[config.mk]
export PLATFORM = sky130hd
export DESIGN_NAME = bank_xbar_req_arb
export DESIGN_NICKNAME = d
export VERILOG_FILES = /design/src/rtl/bank_xbar_req_arb.sv
export SDC_FILE = /design/constraint.sdc
export NUM_CORES = 1
export LEC_CHECK = 0
export CAP_MARGIN = 15
export CORE_AREA = 2 2 333 335
export DETAILED_ROUTE_END_ITERATION = 10
export DIE_AREA = 0 0 335 337
export PLACE_DENSITY_LB_ADDON = 0.05
export SLEW_MARGIN = 5
export SYNTH_ARGS = -nofsm -noshare
export SYNTH_HDL_FRONTEND = slang
export SYNTH_SLANG_ARGS = --single-unit
[constraint.sdc]
create_clock -name clk_i -period 4.21 [get_ports clk_i]
set_input_delay 0.842 -clock clk_i [delete_from_list [all_inputs] [get_ports clk_i]]
set_output_delay 0.842 -clock clk_i [all_outputs]
set_load 0.005 [all_outputs]
[src/rtl/bank_xbar_req_arb.sv]
// bank_xbar_req_arb
// Round-robin arbiter sharing one bank HTU request port among NUM_CH crossbar
// channels. The winning request is captured in a one-entry registered stage
// that drives the bank's HTU inputs; the stage drains and refills on the same
// edge, so the port sustains one request per cycle with one cycle of latency.
//
// Optional build macro: XBAR_ARB_WRITE_PRIO_EN
//   defined   - writes (opcode 2'b01) win over reads, round-robin within each
//               class on the shared pointer; a 3-bit write streak counter
//               forces a read grant after seven writes granted while reads wait.
//   undefined - opcode-blind round-robin.
//
// NUM_CH must be a power of two in the range 2..4 so the pointer wraps
// naturally in CH_W bits.

module bank_xbar_req_arb #(
    parameter int NUM_CH = 4,
    parameter int CH_W   = 2,
    parameter int DATA_W = 128
) (
    input  logic                     clk_i,
    input  logic                     rst_i,
    input  logic [NUM_CH-1:0]        ch_req_valid_i,
    output logic [NUM_CH-1:0]        ch_req_allowIn_o,
    input  logic [2*NUM_CH-1:0]      ch_req_opcode_i,
    input  logic [28*NUM_CH-1:0]     ch_req_addr_i,
    input  logic [DATA_W*NUM_CH-1:0] ch_req_data_i,
    input  logic [8*NUM_CH-1:0]      ch_req_wbuffer_id_i,
    output logic                     arb_htu_valid_o,
    input  logic                     arb_htu_allowIn_i,
    output logic [CH_W-1:0]          arb_htu_ch_id_o,
    output logic [1:0]               arb_htu_opcode_o,
    output logic [27:0]              arb_htu_addr_o,
    output logic [DATA_W-1:0]        arb_htu_data_o,
    output logic [7:0]               arb_htu_wbuffer_id_o
);

    // First set bit of mask scanning upward from ptr with wrap; ptr when empty.
    function automatic logic [CH_W-1:0] rr_pick(input logic [NUM_CH-1:0] mask,
                                                input logic [CH_W-1:0]   ptr);
        logic [CH_W-1:0] idx;
        logic [CH_W-1:0] pick;
        pick = ptr;
        for (int i = NUM_CH - 1; i >= 0; i--) begin
            idx  = ptr + CH_W'(i);
            pick = mask[idx] ? idx : pick;
        end
        return pick;
    endfunction

    // State
    logic [CH_W-1:0]   rr_ptr_r;
    logic              out_vld_r;
    logic [CH_W-1:0]   ch_id_r;
    logic [1:0]        opcode_r;
    logic [27:0]       addr_r;
    logic [DATA_W-1:0] data_r;
    logic [7:0]        wbid_r;

    // Combinational arbitration signals
    logic              any_vld_s;
    logic              slot_free_s;
    logic              grant_s;
    logic [NUM_CH-1:0] cand_s;
    logic [CH_W-1:0]   win_s;
    logic [NUM_CH-1:0] allow_s;
    logic [1:0]        sel_opcode_s;
    logic [27:0]       sel_addr_s;
    logic [DATA_W-1:0] sel_data_s;
    logic [7:0]        sel_wbid_s;

`ifdef XBAR_ARB_WRITE_PRIO_EN
    localparam logic [1:0] OP_WRITE = 2'b01;

    logic [2:0]        wr_streak_r;
    logic [2:0]        wr_streak_nxt_s;
    logic [NUM_CH-1:0] is_wr_s;
    logic [NUM_CH-1:0] wr_vld_s;
    logic [NUM_CH-1:0] rd_vld_s;

    // Split valid channels into write and read classes and pick the class to serve.
    always_comb begin
        is_wr_s = '0;
        for (int k = 0; k < NUM_CH; k++) begin
            is_wr_s[k] = (ch_req_opcode_i[2*k +: 2] == OP_WRITE);
        end
        wr_vld_s = ch_req_valid_i & is_wr_s;
        rd_vld_s = ch_req_valid_i & ~is_wr_s;
        if ((wr_streak_r == 3'd7) && (|rd_vld_s)) begin
            cand_s = rd_vld_s;
        end else if (|wr_vld_s) begin
            cand_s = wr_vld_s;
        end else begin
            cand_s = rd_vld_s;
        end
    end

    // Next write-streak value: counts writes granted while reads are waiting.
    always_comb begin
        wr_streak_nxt_s = wr_streak_r;
        if (grant_s) begin
            if (is_wr_s[win_s] && (|rd_vld_s)) begin
                wr_streak_nxt_s = wr_streak_r + 3'd1;
            end else begin
                wr_streak_nxt_s = 3'd0;
            end
        end else if (!(|rd_vld_s)) begin
            wr_streak_nxt_s = 3'd0;
        end else begin
            wr_streak_nxt_s = wr_streak_r;
        end
    end

    // Write-streak register.
    always_ff @(posedge clk_i or negedge rst_i) begin
        if (!rst_i) begin
            wr_streak_r <= 3'd0;
        end else begin
            wr_streak_r <= wr_streak_nxt_s;
        end
    end
`else
    // Opcode-blind: every valid channel is a candidate.
    always_comb begin
        cand_s = ch_req_valid_i;
    end
`endif

    // Winner selection and channel accept; allowIn_o is gated off during reset.
    always_comb begin
        any_vld_s   = |ch_req_valid_i;
        slot_free_s = ~out_vld_r | arb_htu_allowIn_i;
        win_s       = rr_pick(cand_s, rr_ptr_r);
        grant_s     = slot_free_s & any_vld_s & rst_i;
        allow_s     = (NUM_CH'(1) << win_s) & {NUM_CH{grant_s}};
    end

    // Route the winning channel's fields toward the output stage.
    always_comb begin
        sel_opcode_s = 2'b00;
        sel_addr_s   = 28'd0;
        sel_data_s   = '0;
        sel_wbid_s   = 8'd0;
        for (int k = 0; k < NUM_CH; k++) begin
            sel_opcode_s = (CH_W'(k) == win_s) ? ch_req_opcode_i[2*k +: 2]          : sel_opcode_s;
            sel_addr_s   = (CH_W'(k) == win_s) ? ch_req_addr_i[28*k +: 28]          : sel_addr_s;
            sel_data_s   = (CH_W'(k) == win_s) ? ch_req_data_i[DATA_W*k +: DATA_W]  : sel_data_s;
            sel_wbid_s   = (CH_W'(k) == win_s) ? ch_req_wbuffer_id_i[8*k +: 8]      : sel_wbid_s;
        end
    end

    // Output stage and round-robin pointer: refill on accept, drain when taken, hold on stall.
    always_ff @(posedge clk_i or negedge rst_i) begin
        if (!rst_i) begin
            rr_ptr_r  <= '0;
            out_vld_r <= 1'b0;
            ch_id_r   <= '0;
            opcode_r  <= 2'b00;
            addr_r    <= 28'd0;
            data_r    <= '0;
            wbid_r    <= 8'd0;
        end else if (grant_s) begin
            rr_ptr_r  <= win_s + CH_W'(1);
            out_vld_r <= 1'b1;
            ch_id_r   <= win_s;
            opcode_r  <= sel_opcode_s;
            addr_r    <= sel_addr_s;
            data_r    <= sel_data_s;
            wbid_r    <= sel_wbid_s;
        end else if (arb_htu_allowIn_i) begin
            out_vld_r <= 1'b0;
        end
    end

    assign ch_req_allowIn_o     = allow_s;
    assign arb_htu_valid_o      = out_vld_r;
    assign arb_htu_ch_id_o      = ch_id_r;
    assign arb_htu_opcode_o     = opcode_r;
    assign arb_htu_addr_o       = addr_r;
    assign arb_htu_data_o       = data_r;
    assign arb_htu_wbuffer_id_o = wbid_r;

endmodule

==> flow_summary_export.csv <==
group,metric,value,unit
synth,netlist.area_leader.share,34.7,%
setup_path,critPathMaxFanout,6,
power,power.total,12500,uW
global_routing,wire_length_of_the_first_global_routing_pass,124000,um
worst_hold_path,worst_hold_path_type,"in2async",
cells_and_area,utilization,21.1,%
synth,ys.warnings.count,0,
synth,dominantRegCellSynth,"sky130_fd_sc_hd__dfrtp_1",
placed_design,detailed_place_hpwl,66100,um
synth,yosys_cell_types,32,
sta,timing.fmax,244,MHz
sta,report.final.slew_viol_count,0,
synth,synthesis.nets,2232,
route,dr.pass1.iters,5,
sta,fin_skew,0.0160,ns
synth,synth_area_leader_cell,"sky130_fd_sc_hd__dfrtp_1",
cts,cts_buffer_depth,2,
setup_path,type_of_element_launching_the_critical_path,"input port",
power,total_switching_power,5190,uW
synth,yosys.cell_count.top_type,"sky130_fd_sc_hd__a21oi_1",
sta,timing.slew.headroom,28.8,%
sta,layout_min_cycle_time,4.09,ns
route,dr_total_vias,15400,
floorplan,core.rowCount,122,
global_routing,first_global_vias,15900,
cts,cts_inserted_buffers,17,
cells_and_area,final_nets,2963,
synth,yosys-top-cells-count,"sky130_fd_sc_hd__a21oi_1, sky130_fd_sc_hd__dfrtp_1, sky130_fd_sc_hd__nand2_1, sky130_fd_sc_hd__a31oi_1, sky130_fd_sc_hd__inv_1",
route,drt_wl_cell,24.0,um
route,antenna_left,0,
synth,netlist_area,12300,um2
power,clock_power_share,15.5,%
cts,clock_sink_count,171,
cts,cts_tree,"yes",
synth,netlist_instances,1557,
setup_path,critPathTopFamily,"buffers and inverters",
setup_path,timing.critical_path.to_type,"primary output",
sta,rsz0062_at_grt,"false",
global_routing,grt_use_total,15.3,%
setup_path,worstPathArrival,3.25,ns
placed_design,globalplace.congestion,0.792,
cts,clk_pin_slew,0.07,ns
power,max-vdd-ir-drop,0.441,mV
setup_path,cp_slowest_stage_delay,0.59,ns
setup_path,critical_path_required,3.37,ns
cts,post_cts_resized,4,
route,remaining_drc_errors,0,
route,viasPerCell,4.12,
power,fraction_of_power_spent_switching_nets,41.6,%
run,timing.max_cap.violations,0,
synth,sequential_share_of_the_synthesized_area,34.7,%
floorplan,die_width,335,um
cts,cts_post_setup_buffers_inserted,0,
global_routing,number_of_antenna_violations_at_the_first_check_in_global_routing,32,
floorplan,die-area,113000,um2
power,seq_power_share,22.9,%
sta,worst-slew-pin-transition,1.07,ns
synth,postSynthAreaPerCell,7.92,um2
synth,synthArstFlopShare,100,%
cts,htreeDepth,4,
outcome,result_of_the_run,"completed",
setup_path,crit_type,"in2out",
power,leakage,0.00848,uW
power,share_comb_of_total_power,61.6,%
route,dr.first_iter.drc_count,738,
global_routing,overflow,0,
cts,ctsRootBufferMaster,"sky130_fd_sc_hd__clkbuf_16",
floorplan,pin_count,844,
cells_and_area,drive_above_1_share,4.69,%
setup_path,crit_path_cell_trace,"clkdlybuf4s50_1, nor2_1, a2111oi_2, buf_4, nor2_1, buf_4, ha_4, and3_1, buf_12, clkdlybuf4s50_1",
setup_path,timing.critical_path.slowest_stage_cell,"sky130_fd_sc_hd__clkdlybuf4s50_1",
sta,report.final.setup_viol,0,
power,pwr_density_cell,540,nW/um2
placed_design,placed_area,22400,um2
sta,timing.final.hold_violations,0,
floorplan,design.core.area,110000,um2
setup_path,path_buf_inv,5,
sta,post-route-period-util,97.3,%
power,power_report.internal_total,7280,uW
cts,worstSkewPairLatency,0.52,ns
synth,ys_top_cells_by_area,"sky130_fd_sc_hd__dfrtp_1, sky130_fd_sc_hd__a221o_1, sky130_fd_sc_hd__a21oi_1",
floorplan,die-height,337,um
synth,count_of_flip_flops_with_a_built_in_enable_after_synthesis,0,
synth,postSynthRegisterBits,171,
cells_and_area,flow.area_growth_from_synthesis,87.2,%
floorplan,initial_core_utilization,11.2,%
global_routing,pin_count_of_the_biggest_net_entering_global_routing,151,
placed_design,place.port_buffers,843,
cts,cts.hold.buffers_added,0,
cells_and_area,final_design_area_no_fill,23100,um2
route,total_detailed_routing_wirelength,89900,um
[worst reg2reg max path: stages, from the launching register on]
cell and delay (ns):
sky130_fd_sc_hd__dfrtp_1 0.47, sky130_fd_sc_hd__nor3b_1 0.11, sky130_fd_sc_hd__a2111oi_2 0.40, sky130_fd_sc_hd__buf_4 0.19
sky130_fd_sc_hd__or2_2 0.16, sky130_fd_sc_hd__ha_4 0.14, sky130_fd_sc_hd__buf_4 0.13, sky130_fd_sc_hd__buf_12 0.29
sky130_fd_sc_hd__buf_4 0.45, sky130_fd_sc_hd__a21oi_1 0.12, sky130_fd_sc_hd__a221o_1 0.37, sky130_fd_sc_hd__a31oi_1 0.19
[power groups by stage]
stage                     registers, uW  clock network (uW)  logic [uW]
after floorplan                    2860                   0        3680
after global placement             2880                   0        7860
after detailed placement           2870                   0        7850
after CTS                          2860                2050        7870
after global routing               2970                2110        8360
final                              2850                1940        7680
[metrics by stage]
stage	std cells	setup WS, ns	setup TNS, ns	hold WS [ns]
after floorplan	1557	0.692	0	0.492
after global placement	3695	-0.199	-0.604	0.506
after detailed placement	3695	-0.182	-0.508	0.510
after CTS	3727	0.0789	0	0.479
after global routing	3744	0.00386	0	0.496
final	3744	0.116	0	0.481
[path summary, 6_finish.rpt]
kind | start | endpoint | slack, ns | cells past startpoint
min reg2reg | arb_htu_ch_id_o[1] | arb_htu_ch_id_o[1] | 0.53 | 2
min in group clk_i | arb_htu_ch_id_o[1] | arb_htu_ch_id_o[1] | 0.53 | 2
max | ch_req_valid_i[1] | ch_req_allowIn_o[2] | 0.12 | 10
min | rst_i | arb_htu_addr_o[0] | 0.48 | 2
max in group asynchronous | rst_i | arb_htu_data_o[35] | 2.50 | 3
max reg2reg | rr_ptr_r[1] | arb_htu_data_o[71] | 1.12 | 11
[cell usage in the layout (no fill, tap or decap), types with 2 or more instances in the layout]
cell and n:
sky130_fd_sc_hd__a21oi_1 324, sky130_fd_sc_hd__a21oi_2 10, sky130_fd_sc_hd__a221o_1 166, sky130_fd_sc_hd__a31oi_1 167
sky130_fd_sc_hd__and3_1 4, sky130_fd_sc_hd__buf_12 19, sky130_fd_sc_hd__buf_4 37, sky130_fd_sc_hd__bufinv_16 4
sky130_fd_sc_hd__clkbuf_1 3, sky130_fd_sc_hd__clkbuf_16 17, sky130_fd_sc_hd__clkbuf_8 3, sky130_fd_sc_hd__clkdlybuf4s50_1 839
sky130_fd_sc_hd__dfrtp_1 171, sky130_fd_sc_hd__diode_2 17, sky130_fd_sc_hd__dlygate4sd2_1 2, sky130_fd_sc_hd__ha_4 4
sky130_fd_sc_hd__inv_1 167, sky130_fd_sc_hd__inv_6 2, sky130_fd_sc_hd__nand2_1 168, sky130_fd_sc_hd__nand2b_1 2
sky130_fd_sc_hd__nand3b_1 166, sky130_fd_sc_hd__nor2_1 3, sky130_fd_sc_hd__nor2b_1 3, sky130_fd_sc_hd__o21ai_0 2
[cell families (layout without fill, tap and decap cells)]
logic type,Yosys count,count (layout),synth area share [%]
AO/OA/AOI/OAI,677,677,36.6
adder cells (fa/ha/maj),4,4,0.406
buffers and inverters,353,1097,12.1
flip-flops,171,171,34.7
multiplexers,1,1,0.0914
other,0,17,0
AND/OR/NAND/NOR,351,351,16.0
[area by class of cell]
class,instances,area [um2]
diodes,17,42.5
well taps,1426,1780
fillers,12200,86500
clock inverters,9,159
inverters,167,627
clock buffers,23,478
multi-input cells,1033,6620
repair buffers,898,9090
flip-flops and latches,171,4280
[flip-flops by register name (all words and copies together) (netlist names)]
register,cells
arb_htu_valid_o,1
arb_htu_opcode_o,2
arb_htu_ch_id_o,2
rr_ptr_r,2
arb_htu_data_o,128
arb_htu_addr_o,28
arb_htu_wbuffer_id_o,8
[metal layers]
metal	track usage, %	vias to the layer above	part of all wire [%]
li1	-	7217	-
met3	4.86	63	6.7
met2	27.2	492	52
met1	17.3	7633	39
met5	0	-	0.19
met4	4.75	24	1.5
(Power assumes the default switching activity.)
